==> config.mk <==
export PLATFORM = sky130hd
export DESIGN_NAME = uart_rx_bit_sampler
export DESIGN_NICKNAME = d
export VERILOG_FILES = /design/src/rtl/uart_rx_bit_sampler.sv
export SDC_FILE = /design/constraint.sdc
export NUM_CORES = 1
export LEC_CHECK = 0
export ABC_AREA = 1
export BUFFER_PORTS_ARGS = -buffer_cell sky130_fd_sc_hd__buf_4
export CAP_MARGIN = 0
export CORE_MARGIN = 2
export CORE_UTILIZATION = 40
export CTS_CLUSTER_SIZE = 20
export DETAILED_ROUTE_END_ITERATION = 12
export PLACE_DENSITY = 0.73
export SETUP_SLACK_MARGIN = 0.2
export SLEW_MARGIN = 20
export SYNTH_ARGS = -nofsm -noshare
export SYNTH_HDL_FRONTEND = slang
export SYNTH_SLANG_ARGS = --single-unit
==> constraint.sdc <==
create_clock -name CLK -period 2.8 [get_ports CLK]
set_input_delay 0.56 -clock CLK [delete_from_list [all_inputs] [get_ports CLK]]
set_output_delay 0.56 -clock CLK [all_outputs]
set_load 0.02 [all_outputs]
==> src/rtl/uart_rx_bit_sampler.sv <==
// Oversampling front-end of the UART receiver.
// Runs the per-bit edge counter and the frame bit counter, and recovers each
// serial bit with a 3-sample majority vote taken around mid-bit.
module uart_rx_bit_sampler #(
  parameter int PRESC_W  = 6,
  parameter int BITCNT_W = 4
) (
  input  logic                CLK,
  input  logic                RST,
  input  logic                enable,
  input  logic                data_samp_en,
  input  logic                RX_IN,
  input  logic [PRESC_W-1:0]  Prescale,
  output logic [BITCNT_W-1:0] bit_cnt,
  output logic [PRESC_W-1:0]  edge_cnt,
  output logic                sampled_bit,
  output logic                sample_valid
);

  localparam logic [BITCNT_W-1:0] BIT_MAX = {BITCNT_W{1'b1}};

  logic [BITCNT_W-1:0] bit_cnt_q, bit_cnt_d;
  logic [PRESC_W-1:0]  edge_cnt_q, edge_cnt_d;
  logic [2:0]          samp_q, samp_d;      // newest sample in bit 0
  logic [2:0]          flags_q, flags_d;    // [0]=P/2-1, [1]=P/2, [2]=P/2+1 captured
  logic                sampled_bit_q, sampled_bit_d;
  logic                sample_valid_q, sample_valid_d;

  logic [PRESC_W-1:0]  ratio;
  logic [PRESC_W-1:0]  last_edge;
  logic [PRESC_W-1:0]  half;
  logic [PRESC_W-1:0]  samp_lo, samp_mid, samp_hi, vote_pt;
  logic                majority;

  // Decode the effective ratio; anything other than 16 or 32 runs as 8.
  always_comb begin
    if (Prescale == PRESC_W'(16))      ratio = PRESC_W'(16);
    else if (Prescale == PRESC_W'(32)) ratio = PRESC_W'(32);
    else                               ratio = PRESC_W'(8);
    last_edge = ratio - PRESC_W'(1);
    half      = ratio >> 1;
    samp_lo   = half - PRESC_W'(1);
    samp_mid  = half;
    samp_hi   = half + PRESC_W'(1);
    vote_pt   = half + PRESC_W'(2);
  end

  // Edge and bit counters; the enable-raise cycle already counts as edge 0.
  always_comb begin
    // NOTE: every always_comb output gets a default first so no latch is inferred.
    edge_cnt_d = edge_cnt_q;
    bit_cnt_d  = bit_cnt_q;
    if (!enable) begin
      edge_cnt_d = '0;
      bit_cnt_d  = '0;
    end else if (bit_cnt_q == '0) begin
      bit_cnt_d  = BITCNT_W'(1);
      edge_cnt_d = PRESC_W'(1);
    end else if (edge_cnt_q == last_edge) begin
      edge_cnt_d = '0;
      if (bit_cnt_q != BIT_MAX) bit_cnt_d = bit_cnt_q + BITCNT_W'(1);
    end else begin
      edge_cnt_d = edge_cnt_q + PRESC_W'(1);
    end
  end

  assign majority = (samp_q[2] & samp_q[1]) | (samp_q[1] & samp_q[0]) |
                    (samp_q[2] & samp_q[0]);

  // Capture the three mid-bit samples and vote once all three are present.
  always_comb begin
    samp_d         = samp_q;
    flags_d        = flags_q;
    sampled_bit_d  = sampled_bit_q;
    sample_valid_d = 1'b0;
    if (!enable || edge_cnt_q == '0) begin
      flags_d = '0;
    end else begin
      if (data_samp_en) begin
        if (edge_cnt_q == samp_lo) begin
          samp_d     = {samp_q[1:0], RX_IN};
          flags_d[0] = 1'b1;
        end
        if (edge_cnt_q == samp_mid) begin
          samp_d     = {samp_q[1:0], RX_IN};
          flags_d[1] = 1'b1;
        end
        if (edge_cnt_q == samp_hi) begin
          samp_d     = {samp_q[1:0], RX_IN};
          flags_d[2] = 1'b1;
        end
      end
      if (edge_cnt_q == vote_pt && (&flags_q)) begin
        sampled_bit_d  = majority;
        sample_valid_d = 1'b1;
      end
    end
  end

  // State register; the line idles high so the sample history resets to ones.
  always_ff @(posedge CLK or negedge RST) begin
    if (!RST) begin
      bit_cnt_q      <= '0;
      edge_cnt_q     <= '0;
      samp_q         <= 3'b111;
      flags_q        <= '0;
      sampled_bit_q  <= 1'b1;
      sample_valid_q <= 1'b0;
    end else begin
      // NOTE: sequential state uses non-blocking assignments so every flop samples pre-edge values.
      bit_cnt_q      <= bit_cnt_d;
      edge_cnt_q     <= edge_cnt_d;
      samp_q         <= samp_d;
      flags_q        <= flags_d;
      sampled_bit_q  <= sampled_bit_d;
      sample_valid_q <= sample_valid_d;
    end
  end

  assign bit_cnt      = bit_cnt_q;
  assign edge_cnt     = edge_cnt_q;
  assign sampled_bit  = sampled_bit_q;
  assign sample_valid = sample_valid_q;

endmodule

* After elaboration in Yosys (flattened, before gate mapping)
Cells that the tools add are included.
** Cells by class
- Add/subtract/negate cells :: 6
- Multipliers :: 0
- Div/mod/pow operators :: 0
- Magnitude comparators :: 0
- Eq/ne operators :: 10
- Shifts and indexed selects :: 0
- Muxes and demuxes :: 19
- Bitwise logic cells :: 6
- Reductions and logical operators :: 17
** Operators with widths (number)
- $mux W6 :: 5
- $eq A6 B6 Y1 :: 4
- $mux W4 :: 4
- $mux W3 :: 5
- $reduce_and A2 Y1 :: 5
- $reduce_bool A2 Y1 :: 4
- $add A5 B1 Y6 const B :: 1
- $add A5 B2 Y6 const B :: 1
- $add A6 B1 Y6 const B :: 1
- $eq A6 B5 Y1 :: 1
- $eq A6 B5 Y1 const B :: 1
- $eq A6 B6 Y1 const B :: 1
- $logic_not A6 Y1 :: 1
- $ne A3 B1 Y1 const B :: 2
- $reduce_and A3 Y1 :: 2
- $sub A5 B1 Y6 const B :: 1
- $sub A6 B1 Y6 const B :: 1
- $mux W1 :: 5
- $add A4 B1 Y4 const B :: 1
- $logic_not A4 Y1 :: 1
- $ne A4 B4 Y1 const B :: 1
- $and A1 B1 Y1 :: 3
- $reduce_bool A3 Y1 :: 1
- $or A1 B1 Y1 :: 2
- 4 further kinds :: 4
** Storage, ports and cells
- Bits in registers :: 18
- Bits in latches :: 0
- Bits in writable memories :: 0
- Bits in read-only memories :: 0
- Input bits :: 11
- Output and inout port bits :: 12
- Logic and storage cells :: 66
- Memories :: 0

* Logic depth before layout (Yosys ltp)
- Depth in word-level cells :: 8
- Depth in mapped cells :: 11
- Mapped depth without buffers :: 11

* Worst setup path before layout
OpenSTA, ideal clock, no wires.
- Path kind :: input-to-reg
- Start point :: input Prescale[1]
- End point :: register bit_cnt_q[0], in the netlist bit_cnt[0]
- Library setup time :: 123 ps
- Arrival :: 1484 ps
- Data required time :: 2677 ps
- Setup slack :: 1193 ps
- Stages :: 10
- Path buffers :: 0
- Cells stage by stage :: nor2_2 nand3_2 nand2_1 nand3_2 clkinv_1 nand3_2 nand2_4 nand2_4 nand2_1 o21ai_2
** On the way
- Cells in the longest elaborated chain, start to end :: 7
- Elaborated cells between the ends (all ways) :: 8
- Classes of those cells :: 1 x add/sub; 4 x eq/ne; 2 x mux; 1 x reduce/logical
** Ends and longest elaborated chain
- start, declared :: line 13 : input logic [PRESC_W-1:0] Prescale,
- $eq A6 B6 Y1 :: line 38 : else if (Prescale == PRESC_W'(32)) ratio = PRESC_W'(32);
- $mux W6 :: line 38
- $mux W6 (*) :: line 37 : if (Prescale == PRESC_W'(16)) ratio = PRESC_W'(16);
- $sub A6 B1 Y6 (*) :: line 40 : last_edge = ratio - PRESC_W'(1);
- $eq A6 B6 Y1 (*) :: line 59 : end else if (edge_cnt_q == last_edge) begin
- $ne A3 B1 Y1 (no line) (*)
- $reduce_and A2 Y1 (no line) (*)
- end signal, assigned :: line 111 : bit_cnt_q <= bit_cnt_d;
- end, declared :: line 22 : logic [BITCNT_W-1:0] bit_cnt_q, bit_cnt_d;
Every way passes the cells marked *; elsewhere a longest branch is shown, timed or not.
A chain may end at the register's enable or synchronous reset.

* Worst setup path in the final report
- Start point :: register edge_cnt_q[0], in the netlist edge_cnt[0]
- End point :: register samp_q[0]
** On the way
- Cells in the longest elaborated chain, start to end :: 4
- Elaborated cells between the ends (all ways) :: 10
- Classes of those cells :: 3 x eq/ne; 2 x mux; 1 x bitwise; 4 x reduce/logical
** Ends and longest elaborated chain
- start, declared :: line 23 : logic [PRESC_W-1:0] edge_cnt_q, edge_cnt_d;
- start signal, assigned :: line 112 : edge_cnt_q <= edge_cnt_d;
- parallel branches: the longest is 4 deep, another holds $eq A6 B6 Y1
- end signal, assigned :: line 113 : samp_q <= samp_d;
- end, declared :: line 24 : logic [2:0] samp_q, samp_d;
Several ways; the timed one is not identified.

==> run_results.csv <==
group,metric,value,unit
status,status,"finished clean",
timing,rsz0062_at_grt,"false",
synthesis,postSynthAreaPerCell,8.097,um^2
timing,slew_violations,0,
setup_path,rrSetupSlack,1.06,ns
cts,cts_resized,0,
timing,worst_pin_slew,0.2842,ns
global_routing,grt_pass1_vias,885,
layout,antenna_cells,0,
setup_path,cp.required,3.04,ns
global_routing,antenna_found_initial,0,
routing,vias,991,
routing,via_per_inst,5.030,
cts,numCtsBuffers,3,
cts,clk_pin_slew,0.11,ns
synthesis,synth-seq-cells,18,
min_path,hold_path_class,"in -> async",
layout,fin_nets,184,
synthesis,yosysUniqueCellTypes,26,
floorplanning,start_util,41.46,%
routing,route.detailed.drc,0,
setup_path,start_kind,"register",
cts,tritoncts,"built",
setup_path,critPathKind,"reg -> reg",
place,place_hpwl,1721,um
timing,setup_viol,0,
routing,drt_iter0_drc,26,
timing,fmax,0.5757,GHz
timing,post-route-worst-setup-slack,1.063,ns
power,total_leakage_power,0.6759,nW
routing,dr.pass1.iters,4,
layout,drive_above_1_share,30.12,%
cts,cts_max_level,1,
timing,finalSetupTns,0,ns
routing,wl_per_cell,10.97,um
timing,finClkSkew,0.001409,ns
synthesis,netlist_top_cells_area,"dfrtp_1 (31%), dfstp_2 (9.3%), nand2_1 (8.3%), inv_1 (7.0%), ha_1 (6.6%)",
synthesis,synth_edf_count,0,
timing,finalCriticalPeriod,1.737,ns
timing,finalHoldViolCount,0,
floorplanning,core,0.002734,mm^2
synthesis,synth_nets,157,
floorplanning,ios,23,
setup_path,reg2regPathDepth,8,
routing,drt_wl_total,2161,um
global_routing,grt_pass1_wl,3691,um
timing,fin_crit_sh,62.03,%
routing,drtAntennaViolNets,0,
layout,fillers,254,
timing,slew_headroom,81.03,%
synthesis,synthCells,140,
place,port_buffers,22,
setup_path,crit_fanout,7,
synthesis,syn_area,0.001134,mm^2
floorplanning,die_y,57.24,um
global_routing,track_usage,14.10,%
synthesis,synth-async-reset-ratio,100.0,%
synthesis,yosysTopAreaCell,"dfrtp_1",
setup_path,crit_arrival,1.97,ns
cts,worstSkewPairLatency,0.29,ns
floorplanning,die-area,0.003276,mm^2
layout,area.growth.synth_to_final,21.19,%
global_routing,overflow,0,
cts,root_buffer,"clkbuf_4",
global_routing,grt_start_max_net_pins,19,
place,pre_cts_ws,0.9521,ns
synthesis,synth_top_area_share,30.91,%
cts,cts_setup_buffers,0,
synthesis,ys.flop_type,"dfrtp_1",
job,max-cap-violations,0,
cts,cts_buffer_depth,2,
synthesis,ys_seq_area_share,40.18,%
setup_path,end_kind,"register",
cts,cts_hold_buf,0,
floorplanning,fp.dieW,57.24,um
floorplanning,rows,19,
synthesis,yosysWarnings,0,
cts,clock_sinks,18,
power,vdd_drop_max,0.4104,mV
power,powerDensity,589.5,mW/mm^2
place,place_congestion,0.8263,
## where the power goes
group	internal, mW	switching (mW)	leakage, nW	total [mW]
registers	0.302	0.0448	0.232	0.347
logic	0.118	0.184	0.423	0.301
clock network	0.0792	0.0822	0.0210	0.161
## flip-flops by register name (all words and copies together), names as in the netlist
name	count
flags_q	3
bit_cnt	4
sampled_bit	1
sample_valid	1
edge_cnt	6
samp_q	3
## critical path, cell delays in order (launching register included)
cell	delay, ns
dfrtp_1	0.44
inv_1	0.10
ha_1	0.26
nand3_1	0.11
o21ai_2	0.09
nor2_2	0.23
nand4_1	0.24
nand3_1	0.15
nand2_1	0.06
## synth_stat cells (4+ instances only)
| master | number |
|---|---|
| dfrtp_1 | 14 |
| dfstp_2 | 4 |
| ha_1 | 6 |
| inv_1 | 21 |
| nand2_1 | 25 |
| nand3_1 | 13 |
| nand3_2 | 4 |
| nand4_1 | 7 |
| nor2_1 | 13 |
| nor2_2 | 4 |
| o21ai_0 | 4 |
| o21ai_2 | 5 |
## metrics by stage
step,total power [mW],area [um^2],instances,hold slack [ns],utilization [%]
global placement,0.6432,1338,193,0.4406,48.92
detailed placement,0.6546,1338,193,0.4450,48.92
CTS,0.8188,1374,197,0.1210,50.25
finish,0.8099,1374,197,0.1158,50.25
floorplan,0.5504,1134,140,0.2644,-
global route,0.8717,1374,197,0.1138,50.25
## cells by family (layout without fill, tap and decap cells)
kind of cell / count (synthesis) / count (layout) / synth area share, %
buf+inv: 23 / 49 / 7.616
fa+ha+maj: 6 / 6 / 6.622
flops: 18 / 18 / 40.18
compound gates: 16 / 16 / 9.603
xor+xnor: 3 / 3 / 2.318
simple gates: 74 / 74 / 33.66
## cell usage in the layout (no fill, tap or decap), drive strengths merged, types with 4 or more instances in the layout
| master | n |
|---|---|
| nand2 | 28 |
| buf | 22 |
| inv | 22 |
| nor2 | 18 |
| nand3 | 17 |
| dfrtp | 14 |
| o21ai | 9 |
| nand4 | 7 |
| ha | 6 |
| dfstp | 4 |
| clkbuf | 4 |
## path summary, 6_finish.rpt
kind,start,endpoint
setup / recovery,edge_cnt[0],samp_q[0]
hold / removal,RST,flags_q[0]
setup reg to reg,edge_cnt[0],samp_q[0]
hold reg to reg,sampled_bit,sampled_bit
max in group asynchronous,RST,samp_q[0]
min in group CLK,RX_IN,samp_q[0]
## layout make-up
class / instances / area, um^2 / area share [%]
well taps: 31 / 38.79 / 2.823
flip-flops and latches: 18 / 455.4 / 33.15
clock buffers: 4 / 36.28 / 2.641
repair buffers: 22 / 165.2 / 12.02
multi-input cells: 99 / 591.8 / 43.08
inverters: 23 / 86.33 / 6.284
## routing by layer
metal | track usage [%] | share of wire (%) | up-vias
li1 | - | - | 510
met1 | 18.33 | 46 | 456
met2 | 24.30 | 49 | 25
met3 | 3.628 | 5.0 | 0
met4 | 1.993 | 0 | 0
met5 | 0 | 0 | -
No activity file was read; power rests on OpenSTA's default activity.
